**src/rtl/memory_arbiter_pkg.sv**
```systemverilog
// Shared types and widths for the two-requester memory bus arbiter.
// Bank decode constants describe address[15:14] of the memory map.
package memory_arbiter_pkg;

   localparam int unsigned ADDR_W = 16;
   localparam int unsigned DATA_W = 32;
   localparam int unsigned MASK_W = 4;
   localparam int unsigned CNT_W  = 4;

   typedef enum logic [1:0] {
      IDLE   = 2'd0,
      ACCESS = 2'd1,
      DONE   = 2'd2
   } state_e;

   typedef enum logic [1:0] {
      BANK_RAM       = 2'b00,
      BANK_ROM       = 2'b01,
      BANK_PERIPH    = 2'b10,
      BANK_BLOCK_RAM = 2'b11
   } bank_e;

endpackage

```
**src/rtl/memory_arbiter_rr_arbiter2.sv**
```systemverilog
// Combinational two-way winner select: round-robin on ties when FAIR,
// otherwise requester 0 always wins.
module rr_arbiter2 #(
   parameter bit FAIR = 1'b1
) (
   input  logic req_0_i,
   input  logic req_1_i,
   input  logic last_grant_i,
   output logic valid_o,
   output logic winner_o
);

   always_comb begin
      valid_o  = req_0_i | req_1_i;
      winner_o = 1'b0;
      if (req_0_i && req_1_i) begin
         winner_o = FAIR ? ~last_grant_i : 1'b0;
      end else if (req_1_i) begin
         winner_o = 1'b1;
      end
   end

endmodule

```
**src/rtl/memory_arbiter.sv**
```systemverilog
// Grants one of two requesters the memory bus for READ_LATENCY cycles,
// captures read data and returns it with a one-cycle acknowledge.
module memory_arbiter
   import memory_arbiter_pkg::*;
#(
   parameter int unsigned READ_LATENCY = 1,
   parameter int unsigned FAIR         = 1
) (
   input  logic              clk,
   input  logic              reset,
   input  logic              req_0,
   input  logic              wr_0,
   input  logic [ADDR_W-1:0] addr_0,
   input  logic [DATA_W-1:0] wdata_0,
   input  logic [MASK_W-1:0] mask_0,
   output logic              ack_0,
   output logic [DATA_W-1:0] rdata_0,
   input  logic              req_1,
   input  logic              wr_1,
   input  logic [ADDR_W-1:0] addr_1,
   input  logic [DATA_W-1:0] wdata_1,
   input  logic [MASK_W-1:0] mask_1,
   output logic              ack_1,
   output logic [DATA_W-1:0] rdata_1,
   output logic [ADDR_W-1:0] mem_address,
   output logic [DATA_W-1:0] mem_data_in,
   output logic [MASK_W-1:0] mem_write_mask,
   output logic              mem_bus_enable,
   output logic              mem_write_enable,
   input  logic [DATA_W-1:0] mem_data_out,
   output logic              busy,
   output logic              grant
);

   localparam logic [CNT_W-1:0] LAST_CNT = CNT_W'(READ_LATENCY - 1);

   state_e             state_q;
   logic [CNT_W-1:0]   cnt_q;
   logic               grant_q;
   logic               wr_q;
   logic               busy_q;
   logic               bus_en_q;
   logic               we_q;
   logic               ack0_q;
   logic               ack1_q;
   logic [ADDR_W-1:0]  addr_q;
   logic [DATA_W-1:0]  wdata_q;
   logic [MASK_W-1:0]  mask_q;
   logic [DATA_W-1:0]  rdata0_q;
   logic [DATA_W-1:0]  rdata1_q;

   logic               arb_valid;
   logic               arb_winner;
   logic               sel_wr;
   logic [ADDR_W-1:0]  sel_addr;
   logic [DATA_W-1:0]  sel_wdata;
   logic [MASK_W-1:0]  sel_mask;

   rr_arbiter2 #(
      .FAIR (FAIR != 0)
   ) u_arb (
      .req_0_i      (req_0),
      .req_1_i      (req_1),
      .last_grant_i (grant_q),
      .valid_o      (arb_valid),
      .winner_o     (arb_winner)
   );

   always_comb begin
      sel_wr    = arb_winner ? wr_1    : wr_0;
      sel_addr  = arb_winner ? addr_1  : addr_0;
      sel_wdata = arb_winner ? wdata_1 : wdata_0;
      sel_mask  = arb_winner ? mask_1  : mask_0;
   end

   always_ff @(posedge clk) begin
      if (reset) begin
         state_q  <= IDLE;
         cnt_q    <= '0;
         grant_q  <= 1'b1;
         wr_q     <= 1'b0;
         busy_q   <= 1'b0;
         bus_en_q <= 1'b0;
         we_q     <= 1'b0;
         ack0_q   <= 1'b0;
         ack1_q   <= 1'b0;
         addr_q   <= '0;
         wdata_q  <= '0;
         mask_q   <= '0;
         rdata0_q <= '0;
         rdata1_q <= '0;
      end else begin
         case (state_q)
            IDLE: begin
               if (arb_valid) begin
                  grant_q  <= arb_winner;
                  wr_q     <= sel_wr;
                  addr_q   <= sel_addr;
                  wdata_q  <= sel_wdata;
                  mask_q   <= sel_mask;
                  bus_en_q <= 1'b1;
                  we_q     <= sel_wr;
                  cnt_q    <= '0;
                  busy_q   <= 1'b1;
                  state_q  <= ACCESS;
               end
            end
            ACCESS: begin
               // write strobe covers only the first access cycle
               we_q  <= 1'b0;
               cnt_q <= cnt_q + 1'b1;
               if (cnt_q == LAST_CNT) begin
                  if (!wr_q) begin
                     if (grant_q) rdata1_q <= mem_data_out;
                     else         rdata0_q <= mem_data_out;
                  end
                  if (grant_q) ack1_q <= 1'b1;
                  else         ack0_q <= 1'b1;
                  bus_en_q <= 1'b0;
                  state_q  <= DONE;
               end
            end
            DONE: begin
               ack0_q  <= 1'b0;
               ack1_q  <= 1'b0;
               busy_q  <= 1'b0;
               state_q <= IDLE;
            end
            default: state_q <= IDLE;
         endcase
      end
   end

   assign ack_0            = ack0_q;
   assign ack_1            = ack1_q;
   assign rdata_0          = rdata0_q;
   assign rdata_1          = rdata1_q;
   assign mem_address      = addr_q;
   assign mem_data_in      = wdata_q;
   assign mem_write_mask   = mask_q;
   assign mem_bus_enable   = bus_en_q;
   assign mem_write_enable = we_q;
   assign busy             = busy_q;
   assign grant            = grant_q;

endmodule

```
**config.mk**
```make
export PLATFORM = sky130hd
export DESIGN_NAME = memory_arbiter
export DESIGN_NICKNAME = d
export VERILOG_FILES = /design/src/rtl/memory_arbiter_pkg.sv /design/src/rtl/memory_arbiter_rr_arbiter2.sv /design/src/rtl/memory_arbiter.sv
export SDC_FILE = /design/constraint.sdc
export NUM_CORES = 1
export LEC_CHECK = 0
export ABC_CLOCK_PERIOD_IN_PS = 1800
export CAP_MARGIN = 20
export CORE_MARGIN = 1.5
export CORE_UTILIZATION = 41
export DETAILED_ROUTE_END_ITERATION = 8
export PLACE_DENSITY = 0.9
export REMOVE_ABC_BUFFERS = 1
export SLEW_MARGIN = 20
export SYNTH_ARGS = -nofsm -noshare
export SYNTH_HDL_FRONTEND = slang
export SYNTH_SLANG_ARGS = --single-unit
```
**constraint.sdc**
```tcl
create_clock -name clk -period 1.8 [get_ports clk]
set_input_delay 0.18 -clock clk [delete_from_list [all_inputs] [get_ports clk]]
set_output_delay 0.18 -clock clk [all_outputs]
set_load 0.01 [all_outputs]
```
Word-level counts from Yosys, hierarchy flattened
Cells that the tools add are included.
{ "classes": {"bitwise": 3, "n_reduce_logical": 15, "n_mux": 23, "n_addsub": 1, "eq_ne": 6} }
{ "ops": {"columns": ["operator", "count"], "rows": [
  ["$mux 32", 1],
  ["$mux 16", 1],
  ["$mux 1", 10],
  ["$pmux 1 s2", 5],
  ["$reduce_and 3->1", 3],
  ["$mux 4", 2],
  ["$ne 2x2->1 const B", 4],
  ["$pmux 4 s2", 1],
  ["$reduce_and 2->1", 4],
  ["$reduce_and 4->1", 2],
  ["$reduce_bool 2->1", 3],
  ["$add 4x1->4 const B", 1],
  ["$logic_not 4->1", 1],
  ["$mux 2", 2],
  ["$pmux 2 s2", 1],
  ["$eq 2x1->1 const B", 1],
  ["$eq 2x2->1 const B", 1],
  ["$logic_not 2->1", 1],
  ["$not 1->1", 2],
  ["$logic_and 1x1->1", 1],
  ["$or 1x1->1", 1]
]} }
{ "word_totals": {"register_bits": 129, "inputBits": 142, "out_inout_bits": 122, "wordCells": 62} }

Depth between registers and ports, before layout
Gate-level depths: netlist (run 1).
{ "logic_depth": {"ltp_word": 5, "depth_mapped": 7, "mapped_depth_nobuf": 5} }

By module
Synthesis (run 1) repeated with hierarchy kept, for this count alone.
{ "unflattened": {"cells_unflattened": 539, "area_unflattened_um2": 5486.5} }
{ "modules_own_cells": {"columns": ["mod", "area_per_inst_um2", "seq_area_each_um2", "cells_per_inst", "n_inst"], "rows": [
  ["memory_arbiter", 5472.7, 2582.5, 537, 1],
  ["rr_arbiter2", 13.8, 0.0, 2, 1]
]} }

Least setup slack after synthesis (run 1)
OpenSTA, ideal clock, no wires.
{ "synth_path": {"kind": "register to register", "startpoint": "register cnt_q[0]", "endpoint": "register rdata0_q[10] (netlist: rdata_0[10])", "required_ns": 1.668, "path_stages_with_launch": 7, "t_arrival_ns": 1.441, "path_slack_ns": 0.226, "n_path_buf": 1, "path_cell_list": "dfxtp_1 inv_1 ha_1 or3b_2 clkbuf_1 o21ai_1 a21oi_1"} }
{ "synth_via": {"elab_chain_len": 2} }
{ "synth_lines": {"columns": ["item", "line", "source"], "rows": [
  ["start: declaration", "memory_arbiter.sv:38", "logic [CNT_W-1:0] cnt_q;"],
  ["start signal: assignment", "memory_arbiter.sv:111", "cnt_q <= cnt_q + 1'b1;"],
  ["$logic_not 4->1", "memory_arbiter.sv:112", "if (cnt_q == LAST_CNT) begin"],
  ["$reduce_and 4->1 (no line)", null, null],
  ["end signal: assignment", "memory_arbiter.sv:115", "else rdata0_q <= mem_data_out;"],
  ["end: declaration", "memory_arbiter.sv:49", "logic [DATA_W-1:0] rdata0_q;"]
]} }
No other way between the ends.
A chain may end at the register's enable or synchronous reset.

Final worst setup path (run 1)
{ "layout_path": {"startpoint": "register wr_q", "endpoint": "register rdata1_q[12] (netlist: rdata_1[12])"} }
{ "layout_via": {"elab_chain_len": 2} }
{ "layout_lines": {"columns": ["item", "line", "source"], "rows": [
  ["start: declaration", "memory_arbiter.sv:40", "logic wr_q;"],
  ["start signal: assignment", "memory_arbiter.sv:97", "wr_q <= sel_wr;"],
  ["$not 1->1 (no line)", null, null],
  ["$reduce_and 4->1 (no line)", null, null],
  ["end signal: assignment", "memory_arbiter.sv:114", "if (grant_q) rdata1_q <= mem_data_out;"],
  ["end: declaration", "memory_arbiter.sv:50", "logic [DATA_W-1:0] rdata1_q;"]
]} }
No other way between the ends.

==> results of run 1 <==
[synth_stat cells (6+ instances only)]
| library cell | count |
|---|---|
| clkbuf_1 | 34 |
| dfxtp_1 | 129 |
| a211oi_1 | 54 |
| nand3_1 | 66 |
| o21ai_1 | 60 |
| buf_2 | 13 |
| buf_6 | 7 |
| o21ai_0 | 6 |
| a21oi_1 | 123 |
| nor2_1 | 6 |
| buf_4 | 6 |
| buf_1 | 6 |
| mux2i_1 | 53 |
[state kept, by name, indices dropped and copies added, names as in the netlist, 2 cells and up]
| name | count |
|---|---|
| cnt_q | 4 |
| mem_address | 16 |
| mem_data_in | 32 |
| mem_write_mask | 4 |
| rdata_0 | 32 |
| rdata_1 | 32 |
| state_q | 2 |
[power by group]
group          internal (mW)  switching, mW  leakage (nW)
Combinational           1.14           1.10          1.81
Sequential              3.12          0.155          1.06
Clock                   2.02           1.18         0.264
[final cells by class]
cell class | count | area, um^2
flip-flops and latches | 129 | 2580
inverters | 3 | 11.3
repair buffers | 292 | 2990
multi-input cells | 398 | 2510
well taps | 172 | 215
clock buffers | 24 | 492
clock inverters | 5 | 55.1
fillers | 969 | 3870
[metrics by stage]
step / std cells / setup TNS (ns) / power, mW / hold slack [ns] / util
floorplan: 530 / -408.81 / 4.22 / 0.249 / -
global placement: 994 / 0 / 5.48 / 0.447 / 0.652
detailed placement: 994 / -0.00429 / 5.53 / 0.466 / 0.652
CTS: 1023 / 0 / 8.73 / 0.289 / 0.695
global route: 1023 / -0.0204 / 9.07 / 0.313 / 0.696
finish: 1023 / 0 / 8.71 / 0.309 / 0.696
[worst max path at each step]
stage                          start                             end  slack, ns  depth (start not counted)
6_report           wr_q$_SDFFE_PP0P_        rdata_1[12]$_SDFFE_PP0P_       0.06                          4
4_1_cts           grant$_SDFFE_PP1P_                           grant       0.02                          1
3_3_place_gp                   req_1    mem_data_in[26]$_SDFFE_PP0P_      0.002                          5
3_5_place_dp                   req_1  mem_write_mask[1]$_SDFFE_PP0P_     -0.004                          5
2_1_floorplan  cnt_q[3]$_SDFFE_PP0P_         rdata_0[0]$_SDFFE_PP0P_      -3.96                          3
5_1_grt        cnt_q[0]$_SDFFE_PP0P_        rdata_0[28]$_SDFFE_PP0P_      -0.02                          6
[cells in the final DEF (no fill, tap or decap), drive strengths merged, types with 3 or more instances in the layout]
cell type	instances
clkdlybuf4s50	262
dfxtp	129
a21oi	123
nand3	66
o21ai	66
a211oi	54
mux2i	53
buf	30
clkbuf	24
nor2	6
nand2	4
nand2b	4
inv	3
[logic make-up after synthesis]
| group | synth area share |
|---|---|
| compound gates | 0.263 |
| fa+ha+maj | 0.00464 |
| buf+inv | 0.0649 |
| flops | 0.479 |
| mux | 0.0983 |
| simple gates | 0.0907 |
[metal layers]
| metal | routed length [um] | share of wire |
|---|---|---|
| met5 | 0 | 0 |
| met4 | 529 | 0.028 |
| met3 | 2070 | 0.11 |
| met2 | 9120 | 0.48 |
| met1 | 7090 | 0.38 |
==> flow_summary.yaml, run 1 <==
clock_network:
  clk_path_buf_depth: 2
  cts_buffers: 17
  cts_setup_buffers: 0
  clockRootBuffer: "clkbuf_16"
  htree_levels: 4
  cts.repair.resized: 0
  clk_pin_slew_ns: 0.05
  clkLatencyLatePin_ns: 0.41
  cts_tree: "built"
  postCtsHoldBufs: 0
  cts.sinks: 129
timing:
  fin_crit_ns: 1.74
  fmax_mhz: 574
  slew_viol_final: 0
  post-route-period-util: 0.968
  worst_pin_slew_ns: 0.705
  finClkSkew_ns: 0.00630
  setup_slack_ns: 0.0580
  slew-limit-headroom: 0.530
  setup_viol: 0
  timing.final.hold_violations: 0
detailed_routing:
  routedWlPerCell_um: 18.4
  drt-total-wl_um: 18800
  firstDrtPassIters: 5
  route.vias.total: 5725
  viasPerCell: 5.60
  drc_errors: 0
  final_antenna_net_count: 0
  drtIter0Drc: 584
placed_design:
  io_buffers: 263
  dpl.hpwl_um: 12800
  post-place-ws_ns: -0.00429
  place_area_um2: 8290
  gp_congestion: 0.820
synthesis:
  yosysSeqAreaShare: 0.479
  yosysUniqueCellTypes: 35
  syn_inst: 596
  synth_warnings: 0
  yosys.area.top_type: "dfxtp_1"
  netlist_area_um2: 5400
  synth-edff-count: 0
  synth_area_leaders: "dfxtp_1 48%, a21oi_1 11%, mux2i_1 9.8%"
  synth_top_area_frac: 0.479
  ys_seq_elements: 129
  synth_top_flop_cell: "dfxtp_1"
  syn_area_per_cell_um2: 9.05
  synthArstFlopShare: 0
cells_and_area:
  layout-drive-gt1-share: 0.0823
  design_area_um2: 8850
  nets: 985
  diodes: 0
  synthToLayoutAreaGrowth_pct: 64.0
pwr:
  irDropWorstVdd_uv: 538
  p_leak_nw: 3.13
  power.density_nw_per_um2: 984
min_path:
  holdPathStages: 2
  hold_class: "input pin to register"
  hold_path.startpoint: "reset"
  hold_end: "state_q[1]$_SDFFE_PP0P_"
critical_path:
  worstPathArrival_ns: 1.99
  cp.required_ns: 2.05
  path_buf_inv: 1
  worst-r2r-setup-slack_ns: 0.06
  critical_path.endpoint_type: "register"
  max_stage_delay_ns: 0.69
  worstSetupPathType: "register to register"
  crit_path_top_delay_cell: "or4b_2"
  cp_max_fo: 64
  crit_chain: "or4b_2 > buf_12 > o21ai_1 > a21oi_1"
  crit_family: "simple AND/OR/NAND/NOR gates"
  r2r_cells: 4
  regToRegEndpoint: "rdata_1[12]$_SDFFE_PP0P_"
  timing.rr.start: "wr_q$_SDFFE_PP0P_"
  startpoint_type: "register"
floorplanning:
  io_pins: 264
  core_um2: 12700
  start_util: 0.424
  die_w_um: 118
  num_rows: 41
  dieArea_um2: 13900
  die_y_um: 118
global_route:
  antenna_found_initial: 0
  grt_pass1_wl_um: 29400
  overflow: 0
  grt_usage: 0.266
  grt_max_degree: 65
  grt_util_met2: 0.455
  grt_pass1_vias: 5705
  globalRoute.busiestLayer: "met2"
  grtUsageMet3: 0.101
  gr-usage-met1: 0.296
status:
  status: "complete, no violations"
job:
  cap_violations: 0
Power figures use the tool's default switching activity.
==> inputs of run 2 (changes only) <==
Settings changed: ABC_CLOCK_PERIOD_IN_PS 1800 to unset, SLEW_MARGIN 20 to unset.
==> results of run 2 <==
The final DEF is identical to that of run 1; final timing and power are the same.
==> inputs of run 3 (changes only) <==
Settings changed: CORE_MARGIN 1.5 to 5.
Clock period 1.8 ns to 1.85 ns, I/O delays scaled along.
==> flow_summary.yaml, run 3 (same netlist as run 1, synthesis figures left out) <==
status:
  status: "complete, no violations"
detailed_routing:
  drtIter0Drc: 400
  routedWlPerCell_um: 18.0
  final_antenna_net_count: 0
  drc_errors: 0
  viasPerCell: 5.45
  route.vias.total: 5602
  drt-total-wl_um: 18500
  firstDrtPassIters: 5
global_route:
  gr-usage-met1: 0.266
  grt_max_degree: 65
  grt_pass1_wl_um: 29100
  globalRoute.busiestLayer: "met2"
  overflow: 0
  grt_pass1_vias: 5620
  grt_util_met2: 0.382
  grt_usage: 0.229
  antenna_found_initial: 0
  grtUsageMet3: 0.0918
floorplanning:
  num_rows: 42
  io_pins: 264
  die_y_um: 125
  die_w_um: 125
  core_um2: 13100
  dieArea_um2: 15600
  start_util: 0.412
critical_path:
  cp.required_ns: 2.13
  crit_chain: "inv_1 > ha_1 > or3b_2 > buf_12 > o21ai_1 > a21oi_1"
  worst-r2r-setup-slack_ns: 0.12
  max_stage_delay_ns: 0.52
  worstSetupPathType: "register to register"
  critical_path.endpoint_type: "register"
  worstPathArrival_ns: 2.01
  path_buf_inv: 2
  crit_path_top_delay_cell: "or3b_2"
  startpoint_type: "register"
  cp_max_fo: 31
  crit_family: "simple AND/OR/NAND/NOR gates"
timing:
  worst_pin_slew_ns: 0.328
  fmax_mhz: 578
  finClkSkew_ns: 0.00810
  post-route-period-util: 0.935
  slew-limit-headroom: 0.779
  setup_viol: 0
  setup_slack_ns: 0.120
  timing.final.hold_violations: 0
  fin_crit_ns: 1.73
  grt_setup_unrepaired: "no"
  slew_viol_final: 0
clock_network:
  clockRootBuffer: "clkbuf_16"
  clkLatencyLatePin_ns: 0.41
  cts.repair.resized: 0
  postCtsHoldBufs: 0
  cts_tree: "built"
  htree_levels: 4
  clk_pin_slew_ns: 0.05
  clk_path_buf_depth: 2
  cts_setup_buffers: 0
  cts_buffers: 17
  cts.sinks: 129
cells_and_area:
  fin_util: 0.681
  layout_commonest_cell: "clkdlybuf4s50_1"
  diodes: 0
  design_area_um2: 8910
  layout-drive-gt1-share: 0.0776
  nets: 984
  layout_common_cells: "262 x clkdlybuf4s50_1, 128 x dfxtp_1, 123 x a21oi_1"
  synthToLayoutAreaGrowth_pct: 65.2
placed_design:
  dpl.hpwl_um: 12900
  post-place-ws_ns: -0.00607
  gp_congestion: 0.842
  io_buffers: 263
  place_area_um2: 8330
pwr:
  internal_power_mw: 6.36
  irDropWorstVdd_uv: 549
  seq_power_share: 0.365
  swShare: 0.269
  p_leak_nw: 3.17
  p_switching_mw: 2.34
  power_frac_comb: 0.251
  power_frac_clock: 0.384
  power.density_nw_per_um2: 976
job:
  cap_violations: 0
min_path:
  hold_class: "input pin to register"
run 3: cell types whose count changed in the layout (fill, tap and decap cells not counted), moves of 2 or more:
cell / delta
buf_4: -4
clkinvlp_4: -2
buf_12: +3
bufinv_16: +2
o21ai_2: -2
run 3: layer usage:
layer | vias up | wire, um
li1 | 2683 | -
met4 | 0 | 423
met3 | 29 | 1860
met5 | - | 0
met1 | 2632 | 7220
met2 | 258 | 9010
run 3: cell type report:
type | count | area [um^2]
clock buffer | 24 | 482
inverter | 3 | 11.3
clock inverter | 6 | 105
tap | 176 | 220
multi-input combinational | 398 | 2500
timing repair buffer | 291 | 3020
fill | 962 | 4170
sequential | 129 | 2580
run 3: path summary, 6_finish.rpt:
check	startpoint	endpoint	depth (start not counted)
min	reset	mem_data_in[12]$_SDFFE_PP0P_	2
max reg2reg	cnt_q[0]$_SDFFE_PP0P_	rdata_0[19]$_SDFFE_PP0P_	6
min reg2reg	rdata_1[0]$_SDFFE_PP0P_	rdata_1[0]$_SDFFE_PP0P_	2
max	cnt_q[0]$_SDFFE_PP0P_	rdata_0[19]$_SDFFE_PP0P_	6
run 3: worst register-to-register path, cell delays in order, from the launching register on:
cell	delay, ns
dfxtp_1	0.34
inv_1	0.07
ha_1	0.23
or3b_2	0.52
buf_12	0.19
o21ai_1	0.16
a21oi_1	0.09
run 3: stage by stage:
stage	power (mW)	setup TNS (ns)	hold slack, ns	instances
5_1_grt	9.08	0	0.0958	1027
3_5_place_dp	5.40	-0.00607	0.467	997
4_1_cts	8.76	0	0.0865	1027
6_report	8.70	0	0.110	1027
2_1_floorplan	4.11	-402.71	0.254	530
3_3_place_gp	5.36	0	0.448	997
run 3: power by group through the flow:
stage | Sequential (mW) | Combinational [mW] | Clock (mW)
floorplan | 3.33 | 0.780 | 0
finish | 3.18 | 2.18 | 3.34
CTS | 3.18 | 2.19 | 3.40
global route | 3.21 | 2.33 | 3.54
detailed placement | 3.23 | 2.17 | 0
global placement | 3.22 | 2.14 | 0
==> patch 1: new RTL, settings of run 1 <==
Reset style: asynchronous (`reset`), changed in one clocked block.
--- a/src/rtl/memory_arbiter.sv
+++ b/src/rtl/memory_arbiter.sv
@@ -75,3 +75,3 @@
 
-   always_ff @(posedge clk) begin
+   always_ff @(posedge clk or posedge reset) begin
       if (reset) begin
Formal check against the unedited RTL: differs if reset is asserted again (counterexample within 4 cycles, from zero or initial values and one cycle with reset high); with reset held inactive, the same outputs for 4 cycles.
==> patch 1 against run 1 <==
  * Wire length shrank 22%
  * Non-clock buffer count shrank 3
  * Cell area grew 9.7%
  * Setup slack better by 18 ps
  * Critical path type unchanged
  * Sequential share of layout area increased by 4.1 points
  * Highest routed layer unchanged
  * Synthesized area rose by 13%
  * Sequential cell count did not move
Power is not compared: it rests on default switching activity, and its combinational part moved more than twofold at a synthesized area within 25%.
==> patch 1: results (changes against run 1) <==
status:
  status: "completed"
synth:
  yosys-top-cells-count: "mux2_4, dfrtp_1, mux2_2"
  synth-compound-area-share_pct: 1.02  # -25 points
  synth-xor-area-share_pct: 0.143  # +0.14 points
  synthArstFlopShare_pct: 100  # +100 points
  postSynthAreaPerCell_um2: 17.1  # +89%
  synth_area_leaders: "dfrtp_1, mux2_4, mux2_2"
  synthMuxAreaShare_pct: 39.7  # +30 points
  synth_area_um2: 6120  # +13%
  yosysUniqueCellTypes: 26  # -26%
  synthAdderAreaFrac_pct: 0.409  # -0.055 points
critical_path:
  cpMaxStageDelayCell: "dfrtp_1"
  r2r_slack_ps: 80  # +20 ps
  startpoint: "cnt_q[1]$_DFFE_PP0P_"
  critPathMaxStageDelay_ps: 400  # -290 ps
  crit_fanout: 32  # -50%
  worstPathArrival_ps: 2020  # +30 ps
  r2r-end: "rdata_0[5]$_DFFE_PP0P_"
  reg2reg_depth: 6  # +2
placement:
  dp_hpwl_um: 11000  # -14%
  gp_congestion: 0.746  # -9.0%
  placed_cells: 810  # -19%
  placed_area_um2: 9070  # +9.4%
final_layout:
  inv_count: 6  # +3
  final-clk-cell-share_pct: 6.51  # +0.33 points
  areaGrowthSynthToFinish_pct: 58.6
  clock_buffers: 23  # -4.2%
  fin_nets: 790  # -20%
  antenna_cells: 0  # unchanged
  multi_input_area_um2: 2680  # +6.8%
  signal_buffers: 289  # -1.0%
  n_fill_cell: 1008  # +4.0%
  multi_input_cells: 203  # -49%
  final_cells: 843  # -18%
clock_network:
  cts_root_buf: "clkbuf_16"
timing:
  skew_ps: 8.60  # +2.30 ps
  min_period_over_period_pct: 95.8  # -0.99 points
  slew_headroom_pct: 75.1  # +22 points
global_route:
  antenna_found_initial: 0  # unchanged
  first_global_vias: 4601  # -19%
  grtUsageTotal_pct: 19.7  # -6.9 points
  grt_pass1_wl_um: 24100  # -18%
  grt_start_max_net_pins: 60  # -7.7%
worst_hold_path:
  hold_class: "in -> async"
routing:
  wl_per_cell_um: 17.5  # -4.8%
  drt_iter0_markers: 89  # -85%
  vias: 4070  # -29%
## patch 1: cell count changes in the layout (fill, tap and decap cells not counted), sizes merged, moves of 3 or more
cell and change:
a211oi -54, a21oi -123, buf -4, bufinv +3
dfrtp +128, dfxtp -129, inv +3, mux2 +168
mux2i -48, nand2 +3, nand3 -66, nand4 +3
nor2 -4, o21ai -63
## patch 1: routing by layer
layer | wire length, µm | part of all wire (%) | GRT usage, %
met5 | 0 | 0 | 0
met4 | 345 | 2.3 | 9.16
met3 | 1180 | 8.0 | 6.68
met2 | 7510 | 51 | 33.8
met1 | 5730 | 39 | 22.1
## patch 1: per-stage QoR
stage	hold WS, ps	util, %	setup TNS, ps
floorplan	329	-	-406930
global placement	461	62.4	-560
detailed placement	467	62.4	-2490
CTS	76.9	66.7	0
global route	92.1	66.8	-407
finish	76.2	66.8	0
## patch 1: repair_timing
action / in CTS / in global routing
gates resized for setup: 1 / 1
pin swaps: 0 / 0
endpoints found under the setup margin: 1 / 64
buffers inserted: 0 / 1
hold buffers: 0 / 0
==> patch 2: new RTL, settings of run 1 <==
Without the edit above. Set the package constant `DATA_W` to 48 (it was 32).
--- a/src/rtl/memory_arbiter_pkg.sv
+++ b/src/rtl/memory_arbiter_pkg.sv
@@ -5,3 +5,3 @@
    localparam int unsigned ADDR_W = 16;
-   localparam int unsigned DATA_W = 32;
+   localparam int unsigned DATA_W = 48;
    localparam int unsigned MASK_W = 4;
Interface: changed (6 resized); port bits go from 264 to 360. The function was not compared with the original's and may differ.
==> patch 2 against run 1 <==
  * Synthesized area grew 34%
  * Combinational power increased by 26%
  * Setup slack worse by 12 ps
  * Total power rose by 29%
  * Critical path depth fell by 2
  * Non-clock buffer count is 97 higher
  * Wire length increased by 44%
  * Worst hold slack got worse by 180 ps
  * Clock skew up 4.0 ps
  * Cell area up 33%
  * Sequential cell count grew 48
  * Critical path type is now reg -> out
==> patch 2: results (changes against run 1) <==
status:
  status: "completed"
global_route:
  first_global_vias: 7967  # +40%
clock_network:
  path_clk_slew_ps: 70  # +20 ps
  cts_resized: 2  # +2
placement:
  portBuffers: 359  # +37%
  dp_hpwl_um: 18400  # +44%
  placed_area_um2: 11100  # +33%
  gp_congestion: 0.877  # +7.0%
die:
  fp.dieArea_um2: 18500  # +34%
routing:
  wl_per_cell_um: 18.8  # +2.4%
  vias: 8268  # +44%
  drt_iter0_markers: 534  # -8.6%
timing:
  whs_ps: 129  # -180 ps
  tightest_slew_ps: 416  # -289 ps
critical_path:
  worstPathArrival_ps: 1570  # -420 ps
  reg2reg_depth: 6  # +2
  reg2reg_from: "cnt_q[1]$_SDFFE_PP0P_"
  r2r_slack_ps: 110  # +50 ps
  cp-endpoint: "grant"
  cpMaxStageDelayCell: "clkdlybuf4s50_1"
final_layout:
  n_fill_cell: 1368  # +41%
  inv_count: 2  # -1
  antenna_cells: 3  # +3
  seq_share_pct: 30.2  # +0.99 points
  drive_gt1_share_pct: 6.11  # -2.1 points
  multi_input_area_um2: 3300  # +32%
synth:
  synth_area_leaders: "dfxtp_1, a21oi_1, a311oi_1"
  postSynthAreaPerCell_um2: 8.13  # -10%
power_and_ir_drop:
  peakVddDrop_v: 0.000665  # +24%
  p_leak_nw: 4.12  # +31%
worst_hold_path:
  worstHoldEndpoint: "ack_1$_SDFFE_PP0P_"
patch 2: cells by family (layout without fill, tap and decap cells):
family                     count (synthesis)  after routing  synth area share (%)
AOI/OAI and AO/OA                        348            348                  28.0
and+or+nand+nor                          261            261                  16.3
DFF                                      177            177                  48.8
buffers and inverters                    104            422                  6.36
adders and majority gates                  2              2                 0.345
muxes                                      1              1                 0.138
other                                      0              3                     0
patch 2: power breakdown:
part	internal (mW)	switching [mW]	total [mW]
Sequential	4.26	0.206	4.47
Clock	2.29	1.64	3.93
Combinational	1.42	1.41	2.83
Total	7.97	3.25	11.2
patch 2: critical path: cells and delay by family, from the launching register on:
family                 cells  cell delay [ps]
DFF                        1              430
buffers and inverters      2              730
patch 2: routing by layer:
layer / vias up / routed length, µm / GRT usage [%]
met5: - / 0 / 0
met2: 416 / 13400 / 48.3
met1: 3939 / 9680 / 31.5
met4: 0 / 1220 / 14.1
li1: 3839 / - / -
met3: 74 / 2800 / 9.21
